File: src/rtl/sa_aw_arbiter_if.sv
// -----------------------------------------------------------------------------
// sa_aw_arbiter_if
//
// Groups every bus-level signal of the write-address arbiter of one slave
// port: the per-master AW request buses coming from the dispatchers, the
// registered AW channel going to the slave, the WDATA ordering-FIFO push
// port and the B-completion pulse. Signal names keep the _i/_o suffixes as
// seen from the arbiter, so the arbiter uses the "slave" modport and the
// surrounding logic (dispatchers, slave, FIFO, B tracker) uses "master".
//
// Parameters:
//   MST_AMT           number of masters/dispatchers
//   MST_ID_W          master ID width
//   ADDR_WIDTH        AWADDR width
//   TRANS_DATA_LEN_W  AWLEN width
// -----------------------------------------------------------------------------
interface sa_aw_arbiter_if #(
    parameter int MST_AMT          = 3,
    parameter int MST_ID_W         = $clog2(MST_AMT),
    parameter int ADDR_WIDTH       = 32,
    parameter int TRANS_DATA_LEN_W = 3
);
    // Dispatcher side: master m occupies slice m of the packed buses
    logic [ADDR_WIDTH*MST_AMT-1:0]       dsp_AWADDR_i;
    logic [TRANS_DATA_LEN_W*MST_AMT-1:0] dsp_AWLEN_i;
    logic [MST_AMT-1:0]                  dsp_AWVALID_i;
    logic [MST_AMT-1:0]                  dsp_slv_sel_i;
    logic [MST_AMT-1:0]                  dsp_AWREADY_o;

    // Slave AW channel
    logic [ADDR_WIDTH-1:0]               s_AWADDR_o;
    logic [TRANS_DATA_LEN_W-1:0]         s_AWLEN_o;
    logic [MST_ID_W-1:0]                 s_AWID_o;
    logic                                s_AWVALID_o;
    logic                                s_AWREADY_i;

    // WDATA ordering FIFO push port
    logic [MST_ID_W-1:0]                 WD_mst_id_o;
    logic [TRANS_DATA_LEN_W-1:0]         WD_AxLEN_o;
    logic                                WD_fifo_order_wr_en_o;
    logic                                WD_stall_i;

    // Completed write response on this slave
    logic                                B_done_i;

    // Arbiter view
    modport slave (
        input  dsp_AWADDR_i, dsp_AWLEN_i, dsp_AWVALID_i, dsp_slv_sel_i,
        output dsp_AWREADY_o,
        output s_AWADDR_o, s_AWLEN_o, s_AWID_o, s_AWVALID_o,
        input  s_AWREADY_i,
        output WD_mst_id_o, WD_AxLEN_o, WD_fifo_order_wr_en_o,
        input  WD_stall_i,
        input  B_done_i
    );

    // Environment view (dispatchers, slave, FIFO, B tracker)
    modport master (
        output dsp_AWADDR_i, dsp_AWLEN_i, dsp_AWVALID_i, dsp_slv_sel_i,
        input  dsp_AWREADY_o,
        input  s_AWADDR_o, s_AWLEN_o, s_AWID_o, s_AWVALID_o,
        output s_AWREADY_i,
        input  WD_mst_id_o, WD_AxLEN_o, WD_fifo_order_wr_en_o,
        output WD_stall_i,
        output B_done_i
    );
endinterface

File: src/rtl/sa_aw_arbiter.sv
// -----------------------------------------------------------------------------
// sa_aw_arbiter
//
// Write-address arbiter and sequencer for one slave port of the AXI4
// interconnect. Selects one requesting dispatcher per cycle, forwards its
// AW payload through a one-entry registered slice to the slave, and pushes
// {master ID, AWLEN} into the WDATA ordering FIFO in the grant cycle, so
// write data is replayed in grant order. Limits the number of granted AW
// transactions that have not yet seen their B response.
//
// Ports:
//   ACLK_i    clock, rising edge
//   ARESET_i  asynchronous active-high reset
//   bus       sa_aw_arbiter_if.slave: dispatcher requests/ready, slave AW
//             channel, ordering-FIFO push/stall, B completion pulse
//
// Build option:
//   SA_AW_RR_EN  defined   -> round-robin arbitration, pointer = last grant
//                undefined -> fixed priority, lowest master index wins
// -----------------------------------------------------------------------------
module sa_aw_arbiter #(
    parameter int MST_AMT          = 3,
    parameter int OUTSTANDING_AMT  = 8,
    parameter int MST_ID_W         = $clog2(MST_AMT),
    parameter int ADDR_WIDTH       = 32,
    parameter int TRANS_DATA_LEN_W = 3
) (
    input  logic           ACLK_i,
    input  logic           ARESET_i,
    sa_aw_arbiter_if.slave bus
);
    localparam int                    CNT_W   = $clog2(OUTSTANDING_AMT + 1);
    localparam logic [CNT_W-1:0]      CNT_MAX = CNT_W'(OUTSTANDING_AMT);
    localparam logic [MST_ID_W-1:0]   ID_LAST = MST_ID_W'(MST_AMT - 1);

    typedef enum logic {
        SLICE_EMPTY = 1'b0,
        SLICE_FULL  = 1'b1
    } slice_state_t;

    slice_state_t                state_q, state_d;
    logic [ADDR_WIDTH-1:0]       addr_q, addr_d;
    logic [TRANS_DATA_LEN_W-1:0] len_q, len_d;
    logic [MST_ID_W-1:0]         id_q, id_d;
    logic [CNT_W-1:0]            out_cnt_q, out_cnt_d;

    logic [ADDR_WIDTH-1:0]       mst_addr [MST_AMT];
    logic [TRANS_DATA_LEN_W-1:0] mst_len  [MST_AMT];
    logic [MST_AMT-1:0]          req;
    logic [MST_ID_W-1:0]         rr_ptr;
    logic [MST_ID_W-1:0]         winner;
    logic                        slot_free;
    logic                        grant_en;
    logic                        b_dec;

    // Unpack the per-master buses and build the request vector
    generate
        for (genvar gi = 0; gi < MST_AMT; gi++) begin : g_mst
            assign mst_addr[gi] = bus.dsp_AWADDR_i[gi*ADDR_WIDTH +: ADDR_WIDTH];
            assign mst_len[gi]  = bus.dsp_AWLEN_i[gi*TRANS_DATA_LEN_W +: TRANS_DATA_LEN_W];
            assign req[gi]      = bus.dsp_AWVALID_i[gi] & bus.dsp_slv_sel_i[gi];
        end
    endgenerate

    // The slice can accept a new beat when empty, or when its current
    // content leaves this very cycle.
    assign slot_free = (state_q == SLICE_EMPTY) | bus.s_AWREADY_i;

    // Reset gates the grant combinationally so no push escapes while the
    // slice is being cleared asynchronously.
    assign grant_en = ~ARESET_i & slot_free & ~bus.WD_stall_i
                    & (out_cnt_q != CNT_MAX) & (|req);

`ifdef SA_AW_RR_EN
    logic [MST_ID_W-1:0] last_q, last_d;

    assign rr_ptr = last_q;

    always_comb begin
        last_d = last_q;
        if (grant_en) begin
            last_d = winner;
        end
    end

    always_ff @(posedge ACLK_i or posedge ARESET_i) begin
        if (ARESET_i) begin
            last_q <= ID_LAST;
        end else begin
            last_q <= last_d;
        end
    end
`else
    // Pinning the search pointer at the top index makes the wrap-around
    // search start at master 0, i.e. plain lowest-index priority.
    assign rr_ptr = ID_LAST;
`endif

    // Search from rr_ptr+1 upwards with wrap; first requester wins
    always_comb begin : p_winner
        logic [MST_ID_W-1:0] cand;
        logic                found;
        winner = '0;
        found  = 1'b0;
        cand   = rr_ptr;
        for (int k = 0; k < MST_AMT; k++) begin
            cand = (cand == ID_LAST) ? '0 : cand + MST_ID_W'(1);
            if (!found && req[cand]) begin
                winner = cand;
                found  = 1'b1;
            end
        end
    end

    // Output slice next state and payload
    always_comb begin
        state_d = state_q;
        addr_d  = addr_q;
        len_d   = len_q;
        id_d    = id_q;
        case (state_q)
            SLICE_EMPTY: begin
                if (grant_en) begin
                    state_d = SLICE_FULL;
                end
            end
            SLICE_FULL: begin
                if (!grant_en && bus.s_AWREADY_i) begin
                    state_d = SLICE_EMPTY;
                end
            end
        endcase
        if (grant_en) begin
            addr_d = mst_addr[winner];
            len_d  = mst_len[winner];
            id_d   = winner;
        end
    end

    // Outstanding counter; a B pulse with nothing outstanding is dropped
    assign b_dec = bus.B_done_i & (out_cnt_q != '0);

    always_comb begin
        out_cnt_d = out_cnt_q;
        case ({grant_en, b_dec})
            2'b10:   out_cnt_d = out_cnt_q + CNT_W'(1);
            2'b01:   out_cnt_d = out_cnt_q - CNT_W'(1);
            default: out_cnt_d = out_cnt_q;
        endcase
    end

    always_ff @(posedge ACLK_i or posedge ARESET_i) begin
        if (ARESET_i) begin
            state_q   <= SLICE_EMPTY;
            addr_q    <= '0;
            len_q     <= '0;
            id_q      <= '0;
            out_cnt_q <= '0;
        end else begin
            state_q   <= state_d;
            addr_q    <= addr_d;
            len_q     <= len_d;
            id_q      <= id_d;
            out_cnt_q <= out_cnt_d;
        end
    end

    // Grant / FIFO push are same-cycle combinational outputs
    assign bus.dsp_AWREADY_o         = grant_en ? (MST_AMT'(1) << winner) : '0;
    assign bus.WD_fifo_order_wr_en_o = grant_en;
    assign bus.WD_mst_id_o           = grant_en ? winner : '0;
    assign bus.WD_AxLEN_o            = grant_en ? mst_len[winner] : '0;

    assign bus.s_AWVALID_o = (state_q == SLICE_FULL);
    assign bus.s_AWADDR_o  = addr_q;
    assign bus.s_AWLEN_o   = len_q;
    assign bus.s_AWID_o    = id_q;

endmodule
File: src/flat_wrapper.sv
// flat-port wrapper written by rule: the top's interface ports become plain ports
module sa_aw_arbiter_flat 
#(
    parameter int MST_AMT          = 3,
    parameter int OUTSTANDING_AMT  = 8,
    parameter int MST_ID_W         = $clog2(MST_AMT),
    parameter int ADDR_WIDTH       = 32,
    parameter int TRANS_DATA_LEN_W = 3
)
  (ACLK_i, ARESET_i, bus_dsp_AWADDR_i, bus_dsp_AWLEN_i, bus_dsp_AWVALID_i, bus_dsp_slv_sel_i, bus_dsp_AWREADY_o, bus_s_AWADDR_o, bus_s_AWLEN_o, bus_s_AWID_o, bus_s_AWVALID_o, bus_s_AWREADY_i, bus_WD_mst_id_o, bus_WD_AxLEN_o, bus_WD_fifo_order_wr_en_o, bus_WD_stall_i, bus_B_done_i);
  sa_aw_arbiter_if #(.MST_AMT(MST_AMT), .MST_ID_W(MST_ID_W), .ADDR_WIDTH(ADDR_WIDTH), .TRANS_DATA_LEN_W(TRANS_DATA_LEN_W)) bus_i ();
  input  logic ACLK_i;
  input  logic ARESET_i;
  input wire logic [$bits(bus_i.dsp_AWADDR_i)-1:0] bus_dsp_AWADDR_i;
  input wire logic [$bits(bus_i.dsp_AWLEN_i)-1:0] bus_dsp_AWLEN_i;
  input wire logic [$bits(bus_i.dsp_AWVALID_i)-1:0] bus_dsp_AWVALID_i;
  input wire logic [$bits(bus_i.dsp_slv_sel_i)-1:0] bus_dsp_slv_sel_i;
  output wire logic [$bits(bus_i.dsp_AWREADY_o)-1:0] bus_dsp_AWREADY_o;
  output wire logic [$bits(bus_i.s_AWADDR_o)-1:0] bus_s_AWADDR_o;
  output wire logic [$bits(bus_i.s_AWLEN_o)-1:0] bus_s_AWLEN_o;
  output wire logic [$bits(bus_i.s_AWID_o)-1:0] bus_s_AWID_o;
  output wire logic [$bits(bus_i.s_AWVALID_o)-1:0] bus_s_AWVALID_o;
  input wire logic [$bits(bus_i.s_AWREADY_i)-1:0] bus_s_AWREADY_i;
  output wire logic [$bits(bus_i.WD_mst_id_o)-1:0] bus_WD_mst_id_o;
  output wire logic [$bits(bus_i.WD_AxLEN_o)-1:0] bus_WD_AxLEN_o;
  output wire logic [$bits(bus_i.WD_fifo_order_wr_en_o)-1:0] bus_WD_fifo_order_wr_en_o;
  input wire logic [$bits(bus_i.WD_stall_i)-1:0] bus_WD_stall_i;
  input wire logic [$bits(bus_i.B_done_i)-1:0] bus_B_done_i;
  assign bus_i.dsp_AWADDR_i = bus_dsp_AWADDR_i;
  assign bus_i.dsp_AWLEN_i = bus_dsp_AWLEN_i;
  assign bus_i.dsp_AWVALID_i = bus_dsp_AWVALID_i;
  assign bus_i.dsp_slv_sel_i = bus_dsp_slv_sel_i;
  assign bus_dsp_AWREADY_o = bus_i.dsp_AWREADY_o;
  assign bus_s_AWADDR_o = bus_i.s_AWADDR_o;
  assign bus_s_AWLEN_o = bus_i.s_AWLEN_o;
  assign bus_s_AWID_o = bus_i.s_AWID_o;
  assign bus_s_AWVALID_o = bus_i.s_AWVALID_o;
  assign bus_i.s_AWREADY_i = bus_s_AWREADY_i;
  assign bus_WD_mst_id_o = bus_i.WD_mst_id_o;
  assign bus_WD_AxLEN_o = bus_i.WD_AxLEN_o;
  assign bus_WD_fifo_order_wr_en_o = bus_i.WD_fifo_order_wr_en_o;
  assign bus_i.WD_stall_i = bus_WD_stall_i;
  assign bus_i.B_done_i = bus_B_done_i;
  sa_aw_arbiter #(.MST_AMT(MST_AMT), .OUTSTANDING_AMT(OUTSTANDING_AMT), .MST_ID_W(MST_ID_W), .ADDR_WIDTH(ADDR_WIDTH), .TRANS_DATA_LEN_W(TRANS_DATA_LEN_W)) u_core (.ACLK_i(ACLK_i), .ARESET_i(ARESET_i), .bus(bus_i));
endmodule
File: config.mk
export PLATFORM = sky130hd
export DESIGN_NAME = sa_aw_arbiter_flat
export DESIGN_NICKNAME = d
export VERILOG_FILES = /design/src/rtl/sa_aw_arbiter_if.sv /design/src/rtl/sa_aw_arbiter.sv /design/src/flat_wrapper.sv
export SDC_FILE = /design/constraint.sdc
export NUM_CORES = 1
export LEC_CHECK = 0
export BUFFER_PORTS_ARGS = -buffer_cell sky130_fd_sc_hd__buf_2
export CORE_MARGIN = 4
export CORE_UTILIZATION = 43
export DETAILED_ROUTE_END_ITERATION = 6
export GPL_ROUTABILITY_DRIVEN = 1
export HOLD_SLACK_MARGIN = 0.02
export PLACE_DENSITY = 0.84
export REMOVE_ABC_BUFFERS = 1
export SYNTH_ARGS = -nofsm -noshare
export SYNTH_HDL_FRONTEND = slang
export SYNTH_SLANG_ARGS = --single-unit
File: constraint.sdc
create_clock -name ACLK_i -period 2.9 [get_ports ACLK_i]
set_input_delay 0.145 -clock ACLK_i [delete_from_list [all_inputs] [get_ports ACLK_i]]
set_output_delay 0.145 -clock ACLK_i [all_outputs]
set_load 0.005 [all_outputs]
==> results of run 1 <==
layer usage:
layer  share of wire, %  wire length, um  global-route usage (%)  vias up
met5                  0                0                       0        -
met1                 40             3190                    25.7     1345
met3                7.5              603                    4.51       12
met4                1.4              110                    6.29        0
li1                   -                -                       -     1347
met2                 52             4160                    41.3      139
cells in the mapped netlist (all sizes together):
cell     n
o21ai   68
dfrtp   42
nand2   36
a211oi  32
and3    32
clkbuf  17
buf      9
nor2     7
a21o     5
xor2     4
a311oi   3
ha       3
nand3    3
nor3     3
a21oi    2
and2     2
nor4bb   2
or2      2
a222oi   1
a22o     1
clkinv   1
inv      1
mux2     1
mux2i    1
nand2b   1
nand3b   1
nor2b    1
nor4b    1
o41a     1
or3      1
or4      1
xnor2    1
placed cells by master, fill, tap and decap left out, types with 2 or more instances in the layout:
master,count
a211oi_1,32
a21o_1,5
a21oi_1,2
a311oi_2,3
and2_1,2
and3_1,32
buf_2,162
buf_4,6
clkbuf_1,2
clkbuf_8,5
dfrtp_1,41
ha_1,3
nand2_1,36
nand3_1,3
nor2_1,6
nor3_1,3
nor4bb_1,2
o21ai_0,17
o21ai_1,51
xor2_1,4
through the flow:
stage	TNS [ns]	hold WS, ns	worst slack [ns]	total power [uW]
after floorplan	-0.0973	0.332	-0.0973	1310
after global placement	0	0.381	0.349	1650
after detailed placement	0	0.399	0.218	1700
after CTS	0	0.0820	0.202	2050
after global routing	0	0.134	0.0215	2200
final	0	0.0353	0.195	2030
final timing paths:
check / end / from / slack (ns) / cells past startpoint
max in group asynchronous: u_core.out_cnt_q[1] / ARESET_i / 2.27 / 2
hold / removal: u_core.bus.s_AWVALID_o / ARESET_i / 0.04 / 2
setup / recovery: u_core.out_cnt_q[3] / u_core.out_cnt_q[3] / 0.19 / 8
min in group ACLK_i: u_core.bus.s_AWADDR_o[1] / bus_dsp_AWADDR_i[65] / 0.13 / 3
hold reg to reg: u_core.bus.s_AWLEN_o[1] / u_core.bus.s_AWLEN_o[1] / 0.48 / 1
setup reg to reg: u_core.out_cnt_q[3] / u_core.out_cnt_q[3] / 0.19 / 8
sequential cells by signal, indices dropped and copies added, names as in the netlist:
register and flops:
u_core.bus.s_AWADDR_o 32, u_core.out_cnt_q 4, u_core.bus.s_AWVALID_o 1, u_core.bus.s_AWID_o 2
u_core.bus.s_AWLEN_o 3
repair_timing:
action	in CTS	in global routing
buffers inserted	0	0
endpoints found under the setup margin	0	1
gates resized for setup	0	1
cell families after synthesis:
logic type               share of synthesized area [%]
AO/OA/AOI/OAI                                     28.1
AND/OR/NAND/NOR                                   19.1
flip-flops                                        42.0
buffers and inverters                             6.70
XOR/XNOR                                          1.75
adder cells (fa/ha/maj)                           1.50
multiplexers                                     0.850
worst reg2reg max path: stages, from the launching register on:
cell      delay (ns)
dfrtp_1         0.41
nor4b_1         0.17
or4_2           0.64
buf_4           0.32
ha_1            0.32
nor4bb_1        0.30
mux2i_1         0.12
a21oi_1         0.21
xor2_1          0.16
area by class of cell:
| type | instances | share of cell area, % |
|---|---|---|
| Timing Repair Buffer | 168 | 25.3 |
| Inverter | 2 | 0.592 |
| Tap cell | 72 | 2.66 |
| Multi-Input combinational cell | 216 | 38.1 |
| Sequential cell | 42 | 31.1 |
| Clock buffer | 7 | 2.26 |
power breakdown:
part	switching, uW	total [uW]	internal (uW)
clock network	180	346	166
registers	139	936	797
logic	369	745	375
==> flow_summary.yaml, run 1 <==
grt:
  grt_max_degree: 44
  grt_usage_pct: 22.2
  grt_pass1_wl_um: 13100
  overflow: 0
  grt_pass1_vias: 2857
  antenna_found_initial: 0
clock_tree:
  worstSkewPairLatency_ns: 0.28
  clock_path_buffers: 2
  cts_sinks: 42
  htreeDepth: 2
  cts.clk_slew.worst_paths_ns: 0.07
  tritoncts: "done"
  postCtsHoldBufs: 0
  root_buffer: "clkbuf_8"
  cts-buffers-inserted: 5
detailed_routing:
  ant_nets: 0
  wl_per_cell_um: 15.9
  firstDrtPassIters: 4
  drtIter0Drc: 151
  vias: 2843
  route.detailed.drc: 0
  post_drt_via_cell_ratio: 5.61
  wl_um: 8060
place:
  gp_congestion: 0.857
  io_buffers: 162
  dp_hpwl_um: 5800
  place_area_sq_um: 3310
  dp.cells: 500
synth:
  ys_types: 36
  ys_seq_area_share_pct: 42.0
  syn_inst: 286
  syn_area_sq_um: 2500
  synth_area_per_cell_sq_um: 8.75
  ys_warn_count: 0
  yosysTopAreaCell: "dfrtp_1"
  ys_ff_latch: 42
  synth.top_cells.by_area: "dfrtp_1 (42%), o21ai_1 (10%), a211oi_1 (9.6%)"
  synth_top_area_share_pct: 42.0
hold_path:
  hold_class: "primary input to asynchronous set/reset pin"
sta:
  maxSlewViolCount: 0
  setup_viol: 0
  fmax_mhz: 370
  finalCritPeriodShare_pct: 93.3
  rsz0062_at_grt: "false"
  worst_pin_slew_ns: 0.866
  finClkSkew_ns: 0.00399
  fin_crit_ns: 2.71
  hold_violations: 0
  timing.slew.headroom_pct: 42.3
critical_path:
  worst-path-buf-inv: 1
  cpMaxStageDelayCell: "or4_2"
  cp_top_family: "simple AND/OR/NAND/NOR gates"
  worstPathArrival_ns: 2.92
  cp_max_fo: 43
  start_kind: "flip-flop"
  worst-setup-path-type: "flip-flop to flip-flop"
  worst_setup_path_end_kind: "flip-flop"
  crit_required_ns: 3.11
  path_cells: "nor4b_1 > or4_2 > buf_4 > ha_1 > nor4bb_1 > mux2i_1 > a21oi_1 > xor2_1"
  slowest_delay_ns: 0.64
finish:
  nFillCells: 520
  antenna_cells: 0
  final_util_pct: 60.7
  layout.cells.non_filler: 507
  regArea_sq_um: 1050
  drive_gt1_share_pct: 41.8
  syn_to_final_growth_pct: 35.1
  finalInstanceArea_sq_um: 3380
  multi_input_area_sq_um: 1290
  fin_nets: 554
floorplanning:
  core-area_sq_um: 5570
  dieWidth_um: 84.3
  dieArea_sq_um: 7110
  die_h_um: 84.3
  row_count: 27
  initial_core_util_pct: 44.9
  io_pins: 163
pwr:
  powerDensity_nw_per_um2: 599
  p_leak_uw: 0.00182
  ir_worst_vdd_v: 0.000238
status:
  outcome: "complete, no violations"
run:
  maxCapViolCount: 0
Note: power is estimated with default switching activity, not from simulation.
==> inputs of run 2 (changes only) <==
--- a/config.mk
+++ b/config.mk
@@ -7,11 +7,11 @@
 export LEC_CHECK = 0
 export BUFFER_PORTS_ARGS = -buffer_cell sky130_fd_sc_hd__buf_2
 export CORE_MARGIN = 4
-export CORE_UTILIZATION = 43
+export CORE_UTILIZATION = 38
 export DETAILED_ROUTE_END_ITERATION = 6
 export GPL_ROUTABILITY_DRIVEN = 1
 export HOLD_SLACK_MARGIN = 0.02
-export PLACE_DENSITY = 0.84
+export PLACE_DENSITY = 0.79
 export REMOVE_ABC_BUFFERS = 1
 export SYNTH_ARGS = -nofsm -noshare
 export SYNTH_HDL_FRONTEND = slang
==> constraint.sdc (replaced) <==
create_clock -name ACLK_i -period 2.35 [get_ports ACLK_i]
set_input_delay 0.1175 -clock ACLK_i [delete_from_list [all_inputs] [get_ports ACLK_i]]
set_output_delay 0.1175 -clock ACLK_i [all_outputs]
set_load 0.005 [all_outputs]
==> run 2 against run 1 <==
The run now ends with negative hold slack left. First-iteration DRC count decreased by 16%. Non-clock buffer count up 8. Combinational power grew 46%. Sequential share of layout area down 1.5 points.
==> flow_summary.yaml, run 2 (synthesis gave the netlist of run 1 again) <==
critical_path:
  cp_top_family: "simple AND/OR/NAND/NOR gates"
  slowest_delay_ns: 0.54
  timing.rr.start: "u_core.bus.s_AWVALID_o"
  worst_setup_path_end_kind: "flip-flop"
  crit_required_ns: 2.56
  worst-path-buf-inv: 1
  cp_max_fo: 4
  start_kind: "flip-flop"
  cpMaxStageDelayCell: "or4_4"
  r2r_end: "u_core.out_cnt_q[3]"
  path_cells: "nor2b_1 > or4_4 > buf_6 > ha_2 > nor4bb_2 > mux2i_1 > a21oi_1 > xor2_1"
  r2r_slack_ns: 0.008
  worst-setup-path-type: "flip-flop to flip-flop"
  worstPathArrival_ns: 2.55
  r2r_cells: 8
grt:
  grt_pass1_vias: 2776
  overflow: 0
  grt_max_degree: 43
  antenna_found_initial: 0
  grt_pass1_wl_um: 12300
  grt_usage_pct: 19.7
sta:
  timing.slew.headroom_pct: 41.3
  hold_violations: 1
  finalSetupTns_ns: 0
  hold_slack_ns: -0.00459
  maxSlewViolCount: 0
  fmax_mhz: 427
  rsz0062_at_grt: "true"
  worst_pin_slew_ns: 0.881
  finClkSkew_ns: 0.00705
  finalCritPeriodShare_pct: 99.7
  fin_crit_ns: 2.34
  setup_viol: 0
detailed_routing:
  firstDrtPassIters: 4
  wl_met1_um: 3220
  vias: 2777
  wl_per_cell_um: 16.0
  dr_wl_met3_um: 709
  wl_um: 8310
  topRoutingLayerUsed: "met4"
  wl_met2_um: 4330
  post_drt_via_cell_ratio: 5.33
  route.detailed.drc: 0
  ant_nets: 0
  drtIter0Drc: 127
pwr:
  p_total_uw: 2680
  p_leak_uw: 0.00189
  pwr-share-comb_pct: 40.7
  powerDensity_nw_per_um2: 753
  p_int_uw: 1770
  swShare_pct: 34.0
  clkPwrFrac_pct: 17.7
  p_sw_uw: 911
  ir_worst_vdd_v: 0.000474
  power_frac_seq_pct: 41.6
finish:
  fin_nets: 562
  syn_to_final_growth_pct: 42.0
  antenna_cells: 0
  regArea_sq_um: 1050
  multi_input_area_sq_um: 1340
  mostFrequentLayoutCell: "buf_2"
  nFillCells: 627
  drive_gt1_share_pct: 44.4
  final_cell_mix: "buf_2 (162), o21ai_1 (51), dfrtp_1 (42)"
  largest_reg_flops: 32
clock_tree:
  clock_path_buffers: 2
  root_buffer: "clkbuf_8"
  post-cts-setup-buffer-count: 0
  postCtsHoldBufs: 0
  cts.clk_slew.worst_paths_ns: 0.08
  cts_sinks: 42
  htreeDepth: 2
  worstSkewPairLatency_ns: 0.29
  tritoncts: "done"
  cts-buffers-inserted: 5
hold_path:
  hold_class: "primary input to asynchronous set/reset pin"
status:
  violations: "negative hold slack"
  outcome: "complete, but fails checks"
place:
  dp_hpwl_um: 5800
  gp_congestion: 0.803
  io_buffers: 162
floorplanning:
  dieWidth_um: 89.2
  row_count: 29
  core-area_sq_um: 6390
  die_h_um: 89.2
  initial_core_util_pct: 39.2
  io_pins: 163
  dieArea_sq_um: 7950
run:
  maxCapViolCount: 0
==> run 2: cell count changes in the layout (fill, tap and decap cells not counted), moves of 2 or more <==
cell and delta:
nor4bb_1 -2, nor4bb_2 +2, buf_4 +5, ha_1 -2
==> run 2: metal layers <==
layer | track usage [%] | up-vias
met5 | 0 | -
met4 | 5.68 | 0
met3 | 3.87 | 5
met2 | 37.2 | 112
met1 | 22.4 | 1297
li1 | - | 1363
==> run 2: worst max path at each step <==
stage | from | endpoint | depth (start not counted)
after detailed placement | u_core.bus.s_AWVALID_o | u_core.out_cnt_q[2] | 9
after global routing | u_core.bus.s_AWVALID_o | u_core.out_cnt_q[3] | 8
after global placement | u_core.bus.s_AWVALID_o | u_core.out_cnt_q[2] | 9
final | u_core.bus.s_AWVALID_o | u_core.out_cnt_q[3] | 8
after floorplan | u_core.bus.s_AWVALID_o | u_core.out_cnt_q[2] | 9
after CTS | u_core.bus.s_AWVALID_o | u_core.out_cnt_q[3] | 8
==> run 2: cell type report <==
cell class | instances | area share (%)
multi-input combinational | 216 | 37.7
sequential | 42 | 29.6
timing repair buffer | 176 | 26.9
tap | 77 | 2.71
clock buffer | 7 | 2.43
inverter | 2 | 0.563
clock inverter | 1 | 0.141
==> run 2: power by group through the flow <==
| stage | logic (uW) | clock network, uW | registers, uW |
|---|---|---|---|
| 2_1_floorplan | 445 | 0 | 1170 |
| 4_1_cts | 1060 | 496 | 1110 |
| 3_3_place_gp | 996 | 0 | 1110 |
| 3_5_place_dp | 1030 | 0 | 1120 |
| 5_1_grt | 1220 | 525 | 1150 |
| 6_report | 1090 | 475 | 1120 |
==> run 2: timing repair <==
item | CTS | global route
endpoints found under the setup margin | 6 | 5
endpoints found under the hold margin | 0 | 0
pin swaps | 2 | 3
gates resized for setup | 7 | 7
cloned | 0 | 1
==> run 2: through the flow <==
stage	cells	util, %	worst slack (ns)	instance area (sq um)
finish	521	55.7	0.00795	3560
global route	521	55.7	-0.0563	3560
CTS	520	54.6	0.0447	3480
detailed placement	512	52.7	-0.154	3360
global placement	512	52.7	-0.0309	3360
floorplan	260	-	-0.647	2360
